File: src/rtl/guia_0702_arb_pkg.sv
// Shared definitions for the guia_0702 round-robin arbiter.
//   state_t   : arbiter sequencer states (IDLE, EVAL, RESP)
//   OP_OR/NOR : values of the per-requester select bit
//   STAT_MAX  : saturation value of the optional operation counters
package guia_0702_arb_pkg;

  typedef enum logic [1:0] {
    IDLE = 2'd0,
    EVAL = 2'd1,
    RESP = 2'd2
  } state_t;

  localparam logic OP_OR  = 1'b0;
  localparam logic OP_NOR = 1'b1;

  localparam logic [7:0] STAT_MAX = 8'hFF;

endpackage

File: src/rtl/guia_0702_rr_pick.sv
// Combinational round-robin picker.
// Scans req cyclically starting at ptr and reports the first set bit.
//   req    : request vector (NREQ bits)
//   ptr    : index that has the highest priority this round
//   valid  : at least one request is set
//   winner : index of the granted requester (0 when valid is low)
module guia_0702_rr_pick #(
  parameter int unsigned NREQ  = 2,
  parameter int unsigned PTR_W = 1
) (
  input  logic [NREQ-1:0]  req,
  input  logic [PTR_W-1:0] ptr,
  output logic             valid,
  output logic [PTR_W-1:0] winner
);

  logic [PTR_W:0]   sum;
  logic [PTR_W-1:0] idx;

  always_comb begin
    valid  = 1'b0;
    winner = '0;
    sum    = '0;
    idx    = '0;
    for (int unsigned k = 0; k < NREQ; k++) begin
      // ptr < NREQ, so a single conditional subtract implements mod NREQ
      sum = {1'b0, ptr} + (PTR_W+1)'(k);
      if (sum >= (PTR_W+1)'(NREQ)) begin
        sum = sum - (PTR_W+1)'(NREQ);
      end
      idx = sum[PTR_W-1:0];
      if (!valid && req[idx]) begin
        valid  = 1'b1;
        winner = idx;
      end
    end
  end

endmodule

File: src/rtl/guia_0702_arbiter.sv
// Round-robin arbiter/sequencer sharing one OR/NOR unit (Guia_0702) among
// NREQ requesters. The unit itself sits beside this block at the top level.
//
// Parameters:
//   NREQ        : number of requesters (2..8)
//   HOLD_CYCLES : cycles the operands are held on the unit before capture (>=1)
// Ports:
//   clk, reset            : rising-edge clock, asynchronous active-high reset
//   req/a/b/select        : per-requester request level and operands
//   gnt                   : one-hot grant, high from grant through done cycle
//   done                  : one-hot single-cycle completion pulse
//   result                : captured unit output (valid with done, held after)
//   busy                  : high while an operation is in EVAL or RESP
//   unit_a/b/select       : registered drive to the shared unit (0 in IDLE)
//   unit_result           : shared unit's selected_output
// Optional feature (macro GUIA0702_ARB_STATS_EN):
//   or_count, nor_count   : saturating counts of completed OR / NOR operations
module guia_0702_arbiter
  import guia_0702_arb_pkg::*;
#(
  parameter int unsigned NREQ        = 2,
  parameter int unsigned HOLD_CYCLES = 1
) (
  input  logic            clk,
  input  logic            reset,
  input  logic [NREQ-1:0] req,
  input  logic [NREQ-1:0] a,
  input  logic [NREQ-1:0] b,
  input  logic [NREQ-1:0] select,
  output logic [NREQ-1:0] gnt,
  output logic [NREQ-1:0] done,
  output logic            result,
  output logic            busy,
  output logic            unit_a,
  output logic            unit_b,
  output logic            unit_select,
  input  logic            unit_result
`ifdef GUIA0702_ARB_STATS_EN
  ,
  output logic [7:0]      or_count,
  output logic [7:0]      nor_count
`endif
);

  localparam int unsigned PTR_W = $clog2(NREQ);
  localparam int unsigned CNT_W = (HOLD_CYCLES > 1) ? $clog2(HOLD_CYCLES) : 1;
  localparam logic [CNT_W-1:0] CNT_LOAD = CNT_W'(HOLD_CYCLES - 1);
  localparam logic [NREQ-1:0]  ONE_HOT0 = NREQ'(1);
  localparam logic [PTR_W-1:0] LAST_IDX = PTR_W'(NREQ - 1);

  state_t           state;
  logic [PTR_W-1:0] ptr;
  logic [PTR_W-1:0] win;
  logic [CNT_W-1:0] cnt;
  logic             pick_valid;
  logic [PTR_W-1:0] pick_idx;

  guia_0702_rr_pick #(
    .NREQ  (NREQ),
    .PTR_W (PTR_W)
  ) u_pick (
    .req    (req),
    .ptr    (ptr),
    .valid  (pick_valid),
    .winner (pick_idx)
  );

  // The unit drive registers double as the latched operand registers; they
  // stay valid through RESP so the stats counters can read the latched select.
  always_ff @(posedge clk or posedge reset) begin
    if (reset) begin
      state       <= IDLE;
      ptr         <= '0;
      win         <= '0;
      cnt         <= '0;
      gnt         <= '0;
      done        <= '0;
      result      <= 1'b0;
      busy        <= 1'b0;
      unit_a      <= 1'b0;
      unit_b      <= 1'b0;
      unit_select <= 1'b0;
`ifdef GUIA0702_ARB_STATS_EN
      or_count    <= '0;
      nor_count   <= '0;
`endif
    end else begin
      case (state)
        IDLE: begin
          if (pick_valid) begin
            win         <= pick_idx;
            unit_a      <= a[pick_idx];
            unit_b      <= b[pick_idx];
            unit_select <= select[pick_idx];
            gnt         <= ONE_HOT0 << pick_idx;
            cnt         <= CNT_LOAD;
            busy        <= 1'b1;
            state       <= EVAL;
          end
        end

        EVAL: begin
          if (cnt != '0) begin
            cnt <= cnt - 1'b1;
          end else begin
            result <= unit_result;
            done   <= gnt;
            state  <= RESP;
          end
        end

        RESP: begin
          done        <= '0;
          gnt         <= '0;
          busy        <= 1'b0;
          unit_a      <= 1'b0;
          unit_b      <= 1'b0;
          unit_select <= 1'b0;
          ptr         <= (win == LAST_IDX) ? '0 : win + 1'b1;
          state       <= IDLE;
`ifdef GUIA0702_ARB_STATS_EN
          if (unit_select == OP_NOR) begin
            if (nor_count != STAT_MAX) nor_count <= nor_count + 8'd1;
          end else if (unit_select == OP_OR) begin
            if (or_count != STAT_MAX) or_count <= or_count + 8'd1;
          end
`endif
        end

        default: state <= IDLE;
      endcase
    end
  end

endmodule

File: config.mk
export PLATFORM = sky130hd
export DESIGN_NAME = guia_0702_arbiter
export DESIGN_NICKNAME = d
export VERILOG_FILES = /design/src/rtl/guia_0702_arb_pkg.sv /design/src/rtl/guia_0702_rr_pick.sv /design/src/rtl/guia_0702_arbiter.sv
export SDC_FILE = /design/constraint.sdc
export NUM_CORES = 1
export LEC_CHECK = 0
export ABC_AREA = 1
export BUFFER_PORTS_ARGS = -buffer_cell sky130_fd_sc_hd__buf_2
export CORE_MARGIN = 2
export CORE_UTILIZATION = 30
export DETAILED_ROUTE_END_ITERATION = 8
export PLACE_DENSITY = 0.49
export RECOVER_POWER = 100
export SLEW_MARGIN = 10
export SYNTH_ARGS = -nofsm -noshare
export SYNTH_HDL_FRONTEND = slang
export SYNTH_SLANG_ARGS = --single-unit
File: constraint.sdc
create_clock -name clk -period 3.8 [get_ports clk]
set_input_delay 0.95 -clock clk [delete_from_list [all_inputs] [get_ports clk]]
set_output_delay 0.95 -clock clk [all_outputs]
set_load 0.005 [all_outputs]
==> metrics.md <==
| Metric | Value |
|---|---|
| Total global-route track usage | 0.113 |
| Slew Viols, Final | 0 |
| Post-Route Setup TNS | 0 ns |
| RSZ-0062 raised after global routing | no |
| Post-DP HPWL | 954 microns |
| Crit path kind | input pin to flip-flop |
| Avg Inst Size Synth | 9.00 sq um |
| H-tree Lvls | 1 |
| Clk sinks | 13 |
| Clock power frac | 0.156 |
| Yosys reg bits | 13 |
| Syn nets | 88 |
| First-pass GRT wire length | 2.06 mm |
| Worst reg2reg endpoint | unit_a |
| CTS Buf Count | 3 |
| CP max FO | 6 |
| Warnings from Yosys | 0 |
| Post-CTS setup repair buffer count | 0 |
| Via count of the first global-routing pass | 498 |
| Worst Hold Class | flip-flop to flip-flop |
| Die area | 0.00255 sq mm |
| TritonCTS clock tree | done |
| Status | completed |
| Stages on worst setup path | 6 |
| Netlist Area Pre-Place | 648 sq um |
| Pint | 340 uW |
| Final hold vios | 0 |
| Number of diodes | 0 |
| WP data arrival | 1.99 ns |
| Non-filler cells, final | 122 |
| Max_slew headroom | 0.575 |
| Total number of vias | 518 |
| DR WL/cell | 10.3 microns |
| Tmin final | 1.78 ns |
| Clk_skew | 0.00373 ns |
| CP delay by family, top | simple AND/OR/NAND/NOR gates |
| Vias per cell | 4.25 |
| Iter 0 DRT Violations | 5 |
| Switching share of power | 0.395 |
| GRT overflow | 0 |
| Highest-count cells in the layout ignoring fill and taps | nand2_1 (22), buf_2 (16), dfrtp_1 (13) |
| Setup violators final | 0 |
| Root buffer cell | clkbuf_4 |
| Most common cell after layout, fill and taps aside | nand2_1 |
| Share of cells above drive strength 1 | 0.232 |
| Max Cap Viol | 0 |
| Clock transition at the registers of the reported paths | 0.09 ns |
| Total core area | 0.00200 sq mm |
| CP startpoint | req[1] |
| CTS resizes | 0 |
| Switching pwr | 222 uW |
| Clk_lat worst skew | 0.27 ns |
| Register area share after synthesis | 0.502 |
| Initial antenna violation count | 0 |
| I/O pin count | 20 |
| Nets | 112 |
| Hold_ws | 0.470 ns |
| Cts hold-fix bufs | 0 |
| Placer congestion estimate | 0.714 |
| Cells after DPL | 118 |
| Initial core utilization | 0.324 |
| Startpoint Class | input pin |
| F_max | 563 MHz |
| Final ANT Viol Nets | 0 |
| Sequential share of power | 0.414 |
| Drt pass-1 iters | 5 |
| Combinational Power Share | 0.430 |
| Critical path buffers and inverters | 1 |
| Max IR drop VDD | 0.267 mV |
| Longest Clk Path Bufs | 2 |
| Syn Inst Count | 72 |
| R2r setup slk | 2.26 ns |
| Largest net degree at the start of global routing | 14 |
| Crit-path max cell delay | 0.28 ns |
| Pwr Total | 562 uW |
| Setup crit end | unit_a |
| R2R cell count | 5 |
| Drt total wl | 1.26 mm |
| I/O Buffers | 19 |
| Worst Path Required | 4.01 ns |
| Die height | 50.5 microns |
| Pwr/cell area | 711 mW/mm^2 |
| Reg-to-reg startpoint | state[0] |
| Period utilisation layout | 0.468 |
| Area Overhead vs Synth | 22.0% |
| Crit. End Element | flip-flop |
| Synth cell types | 13 |
| Actual slew at the worst max-slew pin | 0.630 ns |
| Hold path startpoint | win |
| CP cell instances | clkbuf_1 -> nor2_1 -> nand2_1 -> o21ai_0 -> nand2_1 -> nand2_1 |
| Standard-cell rows | 16 |
| Die width | 50.5 microns |
| CP max-delay cell | o21ai_0 |
| Crit-path most repeated cell | nand2_1 |
| DRC | 0 |
| Leak pwr | 0.432 nW |
==> power by group through the flow <==
stage,clock network (mW),registers [mW],logic (mW)
floorplan,0,0.235,0.172
global placement,0,0.236,0.255
detailed placement,0,0.236,0.257
CTS,0.0907,0.233,0.259
global route,0.0961,0.242,0.289
finish,0.0875,0.233,0.242
==> metrics by stage <==
step                      utilization  setup slack (ns)  instance area, sq um
after floorplan                     -              2.28                   648
after global placement          0.388              2.07                   777
after detailed placement        0.388              2.05                   777
after CTS                       0.401              2.02                   803
after global routing            0.395              1.86                   791
final                           0.395              2.02                   791
==> worst reg2reg max path: cells and delay by family, from the launching register on <==
kind | cells | cell delay (ns)
compound gates | 1 | 0.54
fa+ha+maj | 1 | 0.26
buf+inv | 1 | 0.10
flops | 1 | 0.38
simple gates | 2 | 0.20
==> sequential cells by signal (all words and copies together) (netlist names) <==
register     flops
busy             1
done             2
gnt              2
ptr              1
result           1
state            2
unit_a           1
unit_b           1
unit_select      1
win              1
==> cell usage after synthesis <==
cell | instances | share of area
o21ai_0 | 7 | 0.054
ha_1 | 5 | 0.097
nand3_1 | 6 | 0.046
o21ai_2 | 1 | 0.014
nand2_2 | 1 | 0.0097
inv_2 | 1 | 0.0058
inv_1 | 11 | 0.064
nand3b_1 | 3 | 0.035
dfrtp_1 | 13 | 0.50
mux2_2 | 1 | 0.017
nor3_4 | 1 | 0.025
nand2_1 | 21 | 0.12
nor2_2 | 1 | 0.0097
==> logic make-up (layout without fill, tap and decap cells) <==
kind of cell / after synthesis / after routing / synth area share
fa+ha+maj: 5 / 5 / 0.0965
buf+inv: 12 / 35 / 0.0695
simple gates: 33 / 33 / 0.247
flops: 13 / 13 / 0.502
mux: 1 / 1 / 0.0174
compound gates: 8 / 8 / 0.0676
==> per-layer routing <==
layer  GRT usage  vias up  wire (microns)
met3      0.0179        2              35
met4      0.0811        0              19
met2       0.182        9             632
met5           0        -               0
met1       0.136      236             570
li1            -      271               -
==> area by class of cell <==
type                            instances  area, sq um
Tap cell                               27         33.8
Multi-Input combinational cell         47          269
Fill cell                             218         1210
Timing Repair Buffer                   19         91.3
Inverter                               12         45.0
Clock buffer                            4         26.3
Sequential cell                        13          325
==> how the worst min path moves through the flow <==
stage,endpoint,slack [ns],depth (start not counted)
3_3_place_gp,ptr,0.46,1
3_5_place_dp,ptr,0.46,1
2_1_floorplan,ptr,0.43,1
5_1_grt,ptr,0.50,1
4_1_cts,ptr,0.47,1
6_report,ptr,0.47,1
No activity file was read; power rests on OpenSTA's default activity.
